<file path="config.mk">
export PLATFORM = sky130hd
export DESIGN_NAME = serial_subtractor_flat
export DESIGN_NICKNAME = d
export VERILOG_FILES = /design/src/rtl/serial_subtractor_if.sv /design/src/rtl/serial_subtractor.sv /design/src/flat_wrapper.sv
export SDC_FILE = /design/constraint.sdc
export NUM_CORES = 1
export LEC_CHECK = 0
export ABC_AREA = 1
export CAP_MARGIN = 0
export CORE_ASPECT_RATIO = 1.2
export CORE_MARGIN = 10
export CORE_UTILIZATION = 45
export DETAILED_ROUTE_END_ITERATION = 10
export PLACE_DENSITY_LB_ADDON = 0.05
export SYNTH_ARGS = -nofsm -noshare
export SYNTH_HDL_FRONTEND = slang
export SYNTH_SLANG_ARGS = --single-unit
export TNS_END_PERCENT = 100
</file>
<file path="constraint.sdc">
create_clock -name clk -period 2.7 [get_ports clk]
set_clock_uncertainty 0.05 [all_clocks]
set_input_delay 0.27 -clock clk [delete_from_list [all_inputs] [get_ports clk]]
set_output_delay 0.27 -clock clk [all_outputs]
set_load 0.03 [all_outputs]
</file>
<file path="src/rtl/serial_subtractor_if.sv">
// Start/done handshake and operand/result bundle for serial_subtractor.
// SERIAL_SUB_OVF_EN adds the two's-complement overflow flag ovf.
`timescale 1ns / 1ps

interface serial_subtractor_if #(
    parameter int WIDTH = 4
);
    logic             start;
    logic [WIDTH-1:0] a;
    logic [WIDTH-1:0] b;
    logic             bin;
    logic             busy;
    logic             done;
    logic [WIDTH-1:0] diff;
    logic             bout;
`ifdef SERIAL_SUB_OVF_EN
    logic             ovf;

    modport master (output start, a, b, bin, input busy, done, diff, bout, ovf);
    modport slave  (input start, a, b, bin, output busy, done, diff, bout, ovf);
`else
    modport master (output start, a, b, bin, input busy, done, diff, bout);
    modport slave  (input start, a, b, bin, output busy, done, diff, bout);
`endif
endinterface

</file>
<file path="src/rtl/serial_subtractor.sv">
// Bit-serial subtractor: diff = a - b - bin, one bit per clock, LSB first.
// Define SERIAL_SUB_OVF_EN to add the two's-complement overflow output ovf.
`timescale 1ns / 1ps

module serial_subtractor #(
    parameter int WIDTH = 4
) (
    input  logic                 clk,
    input  logic                 rst_n,
    serial_subtractor_if.slave   bus
);
    // One extra bit so the counter cannot wrap when WIDTH is a power of two.
    localparam int              CNT_W = $clog2(WIDTH) + 1;
    localparam logic [CNT_W-1:0] LAST = CNT_W'(WIDTH - 1);

    typedef enum logic [1:0] {
        S_IDLE,
        S_RUN,
        S_DONE
    } state_e;

    state_e           state_q, state_d;
    logic [WIDTH-1:0] a_q, a_d;
    logic [WIDTH-1:0] b_q, b_d;
    logic [WIDTH-1:0] res_q, res_d;
    logic [WIDTH-1:0] diff_q, diff_d;
    logic             brw_q, brw_d;
    logic             bout_q, bout_d;
    logic [CNT_W-1:0] cnt_q, cnt_d;
`ifdef SERIAL_SUB_OVF_EN
    logic             ovf_q, ovf_d;
`endif

    logic d_bit;
    logic brw_nxt;
    logic accept;

    // Full-subtractor cell on the current LSBs.
    assign d_bit   = a_q[0] ^ b_q[0] ^ brw_q;
    assign brw_nxt = (~a_q[0] & b_q[0]) | (~(a_q[0] ^ b_q[0]) & brw_q);
    assign accept  = bus.start && (state_q != S_RUN);

    always_comb begin
        // NOTE: every variable gets a default first so no path leaves it unassigned (no latches).
        state_d = state_q;
        a_d     = a_q;
        b_d     = b_q;
        res_d   = res_q;
        diff_d  = diff_q;
        brw_d   = brw_q;
        bout_d  = bout_q;
        cnt_d   = cnt_q;
`ifdef SERIAL_SUB_OVF_EN
        ovf_d   = ovf_q;
`endif

        case (state_q)
            S_IDLE: ;
            S_RUN: begin
                a_d   = {1'b0, a_q[WIDTH-1:1]};
                b_d   = {1'b0, b_q[WIDTH-1:1]};
                res_d = {d_bit, res_q[WIDTH-1:1]};
                brw_d = brw_nxt;
                cnt_d = cnt_q + 1'b1;
                if (cnt_q == LAST) begin
                    state_d = S_DONE;
                    diff_d  = res_d;
                    bout_d  = brw_nxt;
`ifdef SERIAL_SUB_OVF_EN
                    // brw_q is the borrow into the MSB on this final bit.
                    ovf_d   = brw_q ^ brw_nxt;
`endif
                end
            end
            S_DONE:  state_d = S_IDLE;
            default: state_d = S_IDLE;
        endcase

        // Accepted start in IDLE or DONE overrides the default transition.
        if (accept) begin
            state_d = S_RUN;
            a_d     = bus.a;
            b_d     = bus.b;
            brw_d   = bus.bin;
            cnt_d   = '0;
        end
    end

    // NOTE: sequential state uses non-blocking assignments so all registers update together.
    always_ff @(posedge clk or negedge rst_n) begin
        if (!rst_n) begin
            state_q <= S_IDLE;
            a_q     <= '0;
            b_q     <= '0;
            res_q   <= '0;
            diff_q  <= '0;
            brw_q   <= 1'b0;
            bout_q  <= 1'b0;
            cnt_q   <= '0;
`ifdef SERIAL_SUB_OVF_EN
            ovf_q   <= 1'b0;
`endif
        end else begin
            state_q <= state_d;
            a_q     <= a_d;
            b_q     <= b_d;
            res_q   <= res_d;
            diff_q  <= diff_d;
            brw_q   <= brw_d;
            bout_q  <= bout_d;
            cnt_q   <= cnt_d;
`ifdef SERIAL_SUB_OVF_EN
            ovf_q   <= ovf_d;
`endif
        end
    end

    assign bus.busy = (state_q == S_RUN);
    assign bus.done = (state_q == S_DONE);
    assign bus.diff = diff_q;
    assign bus.bout = bout_q;
`ifdef SERIAL_SUB_OVF_EN
    assign bus.ovf  = ovf_q;
`endif

endmodule

</file>
<file path="src/flat_wrapper.sv">
// flat-port wrapper written by rule: the top's interface ports become plain ports
module serial_subtractor_flat 
#(
    parameter int WIDTH = 4
)
  (clk, rst_n, bus_start, bus_a, bus_b, bus_bin, bus_busy, bus_done, bus_diff, bus_bout);
  serial_subtractor_if #(.WIDTH(WIDTH)) bus_i ();
  input  logic clk;
  input  logic rst_n;
  input wire logic [$bits(bus_i.start)-1:0] bus_start;
  input wire logic [$bits(bus_i.a)-1:0] bus_a;
  input wire logic [$bits(bus_i.b)-1:0] bus_b;
  input wire logic [$bits(bus_i.bin)-1:0] bus_bin;
  output wire logic [$bits(bus_i.busy)-1:0] bus_busy;
  output wire logic [$bits(bus_i.done)-1:0] bus_done;
  output wire logic [$bits(bus_i.diff)-1:0] bus_diff;
  output wire logic [$bits(bus_i.bout)-1:0] bus_bout;
  assign bus_i.start = bus_start;
  assign bus_i.a = bus_a;
  assign bus_i.b = bus_b;
  assign bus_i.bin = bus_bin;
  assign bus_busy = bus_i.busy;
  assign bus_done = bus_i.done;
  assign bus_diff = bus_i.diff;
  assign bus_bout = bus_i.bout;
  serial_subtractor #(.WIDTH(WIDTH)) u_core (.clk(clk), .rst_n(rst_n), .bus(bus_i));
endmodule
</file>
# Word-level counts from Yosys, hierarchy flattened
# Index checks and enable logic that the tools add are counted.
# W data, S select, Z words.
[word_totals]
reg_bits = 23
latch_bits = 0
ram_bits = 0
romBits = 0
out_inout_bits = 7
mem_count = 0
[classes]
add_sub_neg = 1
mul = 0
div = 0
order_cmp = 0
eq_ne = 6
shift = 0
n_mux = 11
bitwise = 7
n_reduce_logical = 5
[ops]
columns = ["operator", "count"]
rows = [
  ["$mux W4", 4],
  ["$mux W3", 2],
  ["$mux W2", 2],
  ["$ne A2 B1 Y1 const B", 2],
  ["$pmux W2 S2", 1],
  ["$reduce_and A2 Y1", 2],
  ["$add A3 B1 Y3 const B", 1],
  ["$eq A3 B2 Y1 const B", 1],
  ["$ne A3 B1 Y1 const B", 1],
  ["$and A1 B1 Y1", 2],
  ["$eq A2 B1 Y1 const B", 1],
  ["$eq A2 B2 Y1 const B", 1],
  ["$logic_not A2 Y1", 1],
  ["$mux W1", 2],
  ["$not A1 Y1", 2],
  ["$reduce_bool A2 Y1", 1],
  ["$xor A1 B1 Y1", 2],
  ["$logic_and A1 B1 Y1", 1],
  ["$or A1 B1 Y1", 1],
]

# Longest topological paths before layout
[logic_depth]
depth_word = 6
ltp_mapped = 6
ltp_nobuf = 6

# Worst setup path before layout
# OpenSTA, ideal clock, no wires.
[synth_timing]
kind = "register to output"
from = "reg u_core.state_q[0]"
to = "out bus_done"
arrival_time_ps = 842
required_ps = 2380
slack_ps = 1538
stages_incl_launch_ff = 2
path_buffers = 0
path_cell_list = "dfrtp_1 -> nor2_1"
[synth_between]
elab_chain_cells = 1
[synth_lines]
columns = ["item", "line_no", "rtl"]
rows = [
  ["start, declared", "serial_subtractor.sv:22", "state_e state_q, state_d;"],
  ["start signal, assigned", "serial_subtractor.sv:104", "state_q <= state_d;"],
  ["$eq A2 B2 Y1", "serial_subtractor.sv:119", "assign bus.done = (state_q == S_DONE);"],
  ["end, declared", "flat_wrapper.sv:15", "output wire logic [$bits(bus_i.done)-1:0] bus_done;"],
]
# Every way passes these cells.

# Final worst setup path
[layout_timing]
from = "reg u_core.state_q[0]"
to = "out bus_busy"
[layout_between]
elab_chain_cells = 1
[layout_lines]
columns = ["item", "line_no", "rtl"]
rows = [
  ["$eq A2 B1 Y1", "serial_subtractor.sv:118", "assign bus.busy = (state_q == S_RUN);"],
  ["end, declared", "flat_wrapper.sv:14", "output wire logic [$bits(bus_i.busy)-1:0] bus_busy;"],
]
# Every way passes these cells.

==> impl_summary.md <==
Status
The run finished with clean final reports.

Synth
The most frequent cell after synthesis is sky130_fd_sc_hd__nand2_1. The async set or reset register ratio after synthesis is 1.00. The cell area that synthesis handed to floorplanning was 992 sq um. For this run, the register share of the synthesized area comes to 0.555. The library cell with the largest summed area after synthesis is sky130_fd_sc_hd__dfrtp_1.

Counting every net in the synthesized netlist gives about 120. The flop and latch count out of synthesis is 22. The primary flip-flop cell chosen by synthesis mapping is sky130_fd_sc_hd__dfrtp_1. After synthesis, the cell types taking the most area are sky130_fd_sc_hd__dfrtp_1 55%, sky130_fd_sc_hd__nand3_1 14%, sky130_fd_sc_hd__nand2_1 12%, sky130_fd_sc_hd__ha_1 2.5%, sky130_fd_sc_hd__buf_4 2.3%.

The netlist uses 16 different library cells. In this run, synthesis inferred 0 flip-flops with an integrated enable. Synthesis produced a netlist whose cell count is ~110. Of the post-synthesis cell area, the dominant cell type holds 0.555. Dividing the synthesized area by the synthesized cell count gives between 9 and 10 sq um.

During synthesis, Yosys emitted a total of 0 warnings. By count the netlist is led by 32 x sky130_fd_sc_hd__nand2_1, 28 x sky130_fd_sc_hd__nand3_1, 22 x sky130_fd_sc_hd__dfrtp_1.

Setup path
In this run the worst setup path terminates at bus_busy. The number of buffer and inverter stages on the critical path is 3. The worst setup path is launched from a flop. The logic depth of the worst setup path including buffers is 4. The critical path is of the flop to output port type. The largest stage delay on the critical path is 0.70 ns. Of all nets on the critical path, the largest fanout is 13. The most critical setup path has its startpoint at u_core.state_q[0]. STA puts the critical path data arrival time at 1.75 ns. The master of the slowest instance on the critical path is sky130_fd_sc_hd__clkdlybuf4s50_1.

Counting cells, the worst reg-to-reg path comes to 6. The signal on the critical path passes through inv_2, nor2_2, buf_4, clkdlybuf4s50_1. Grouping stages by cell kind, the critical path spends the most delay in buffers and inverters. In this run the critical register-to-register path is launched from u_core.cnt_q[0].

STA classifies the critical path endpoint as an output port. For flop-to-flop paths, the worst setup slack is around 1.5 ns. The required time of the worst setup path is around 2.4 ns. The end of the worst register-to-register path is u_core.bus.bout.

Layout
Summing all non-filler instances in the final layout gives an area of approximately 1200 sq um. The multi-input gate area in the final layout is around 360 sq um. The filler cell count in the final layout is approximately 210. The total number of nets in the final design is 143.

The fraction of layout instances using a drive strength above 1 is 0.0945. The sequential cell area is around 550 sq um. From synthesis to final layout, the design area changed by 22.6%. The number of antenna diodes in the final layout is 0.

Placement
Detailed placement finished with a half-perimeter wire length of about 1300 microns. Routability-driven placement finished with a final weighted congestion of ~0.73. Buffers placed on the I/O ports in this run total 18. The post-placement cell area is 1180 sq um.

Clock tree
Buffers inserted to repair hold after CTS numbered 0. CTS built an H-tree with a depth of 1. The clock-pin slew reported for the worst setup and hold paths after clock tree synthesis is approximately 0.12 ns. TritonCTS built the clock tree.

Buffers added to address setup during post-CTS repair amount to 0. Clock tree synthesis selected as its root buffer the cell sky130_fd_sc_hd__clkbuf_4. The clock tree buffer depth is 2. The worst-skew pair later-pin latency is 0.30 ns. Clock tree synthesis found a total of 22 sinks. Clock tree synthesis inserted a total of 3 buffers. Post-CTS repair changed the size of 0 cells.

Timing
Setup repair after global routing left no endpoint under its margin. The hold violation total from the final report is 0. The slew of the pin with the lowest slew margin is 0.349 ns. The normalized max-slew margin is 0.766. The final setup violation count is 0.

The clock period minus worst slack is 2.07 ns. The total count of max-transition violations in the final report is 0. Derived from the worst setup path, the maximum achievable clock frequency is roughly 480 MHz. In the finished design, the share of the clock period the worst path needs comes to 0.766. Setup total negative slack on the finished layout was measured at 0 ns.

Routing
The average routed wire per standard cell is roughly 12 microns. The count of TritonRoute iterations in the first routing pass is 4. The post-detailed-route via-to-cell ratio is 4.78. The number of antenna-violating nets in the routed design is 0. The detailed router placed 750 vias in this run. The DRC violation count after routing is 0. Wires add up to 1820 microns. For this block, the initial DRC count from the detailed router was 32.

Global routing
The via count of the first global-routing pass is ~760. The global-route total usage across every layer is 0.0848. Entering global routing, the biggest net connects 29 pins. The first global-routing pass estimated ~3200 microns of wire. The number of antenna violations at the first check in global routing came to 0. The total overflow reported by the global router is 0.

Power and ir drop
The ratio of total power to cell area is 1100 nW/um^2. The worst-case IR drop observed on VDD is around 660 uV. For this design the static power due to leakage is 0.590 nW.

Die
After floorplanning, the core was divided into 18 placement rows. In this run the standard cell core region covers between 2000 and 2500 sq um. Pin placement for this block handled 19 I/O pins.

The floorplan step set the die width to roughly 63 microns. For this configuration, the core starts out at a cell density of 0.479. From bottom edge to top edge, the die measures 71.4 microns. The area of the die is 4490 sq um.

Flow run
The count of max-cap constraint violations is 0.

Hold path
The type of the most critical hold path is input port to asynchronous set/reset pin.
-- sequential cells by signal (all words and copies together) (netlist names) --
signal,count
u_core.res_q,3
u_core.bus.diff,4
u_core.state_q,2
u_core.cnt_q,3
u_core.brw_q,1
u_core.bus.bout,1
u_core.b_q,4
u_core.a_q,4
-- metal layers --
| layer | routed length, microns | part of all wire | vias up | track usage |
|---|---|---|---|---|
| met2 | 854 | 0.47 | 14 | 0.134 |
| met5 | 0 | 0 | - | 0 |
| met3 | 108 | 0.059 | 2 | 0.0311 |
| met4 | 14 | 0.0077 | 0 | 0.0373 |
| li1 | - | - | 387 | - |
| met1 | 843 | 0.46 | 347 | 0.101 |
-- final cells by class --
cell class | instances | share of cell area
multi-input cells | 72 | 0.298
inverters | 9 | 0.0278
flip-flops and latches | 22 | 0.453
well taps | 30 | 0.0309
repair buffers | 20 | 0.160
clock buffers | 4 | 0.0298
-- where the power goes --
part,total [W],switching (W),internal [W]
clock,0.000178,0.0000958,0.0000822
combinational,0.000610,0.000372,0.000238
sequential,0.000548,0.0000782,0.000470
-- cell families after synthesis --
logic type / share of synthesized area
flops: 0.555
fa+ha+maj: 0.0454
compound gates: 0.0252
simple gates: 0.295
buf+inv: 0.0794
-- cell usage in the layout (no fill, tap or decap), drive strengths merged --
| cell | netlist | routed |
|---|---|---|
| o21ai | 4 | 4 |
| buf | 5 | 2 |
| clkdlybuf4s50 | 0 | 18 |
| nand2 | 33 | 33 |
| nand3 | 28 | 28 |
| nor2 | 3 | 3 |
| clkbuf | 0 | 4 |
| ha | 2 | 2 |
| a21oi | 1 | 1 |
| dfrtp | 22 | 22 |
| inv | 9 | 9 |
| fa | 1 | 1 |
-- how the worst min path moves through the flow --
stage,startpoint,end,slack (ns)
5_1_grt,rst_n,u_core.bus.diff[0],0.25
2_1_floorplan,rst_n,u_core.a_q[0],-0.08
6_report,rst_n,u_core.bus.diff[0],0.25
3_3_place_gp,u_core.bus.diff[2],u_core.bus.diff[2],0.40
3_5_place_dp,u_core.bus.diff[1],u_core.bus.diff[1],0.41
4_1_cts,rst_n,u_core.bus.diff[0],0.25
-- worst register-to-register path: stages (launching register included) --
cell and delay (ns):
sky130_fd_sc_hd__dfrtp_1 0.42, sky130_fd_sc_hd__ha_1 0.21, sky130_fd_sc_hd__ha_1 0.19, sky130_fd_sc_hd__inv_1 0.09, sky130_fd_sc_hd__nor2_4 0.06, sky130_fd_sc_hd__nand2_1 0.08, sky130_fd_sc_hd__nand2_1 0.05
-- per-stage QoR --
| stage | util | total power, W | hold slack [ns] | cells | worst slack, ns |
|---|---|---|---|---|---|
| 2_1_floorplan | - | 0.00102 | -0.0756 | 108 | 1.54 |
| 5_1_grt | 0.587 | 0.00146 | 0.250 | 157 | 0.510 |
| 3_3_place_gp | 0.569 | 0.00116 | 0.403 | 153 | 0.987 |
| 4_1_cts | 0.587 | 0.00136 | 0.252 | 157 | 0.615 |
| 3_5_place_dp | 0.569 | 0.00117 | 0.408 | 153 | 0.982 |
| 6_report | 0.587 | 0.00134 | 0.253 | 157 | 0.633 |
Power figures use the tool's default switching activity.
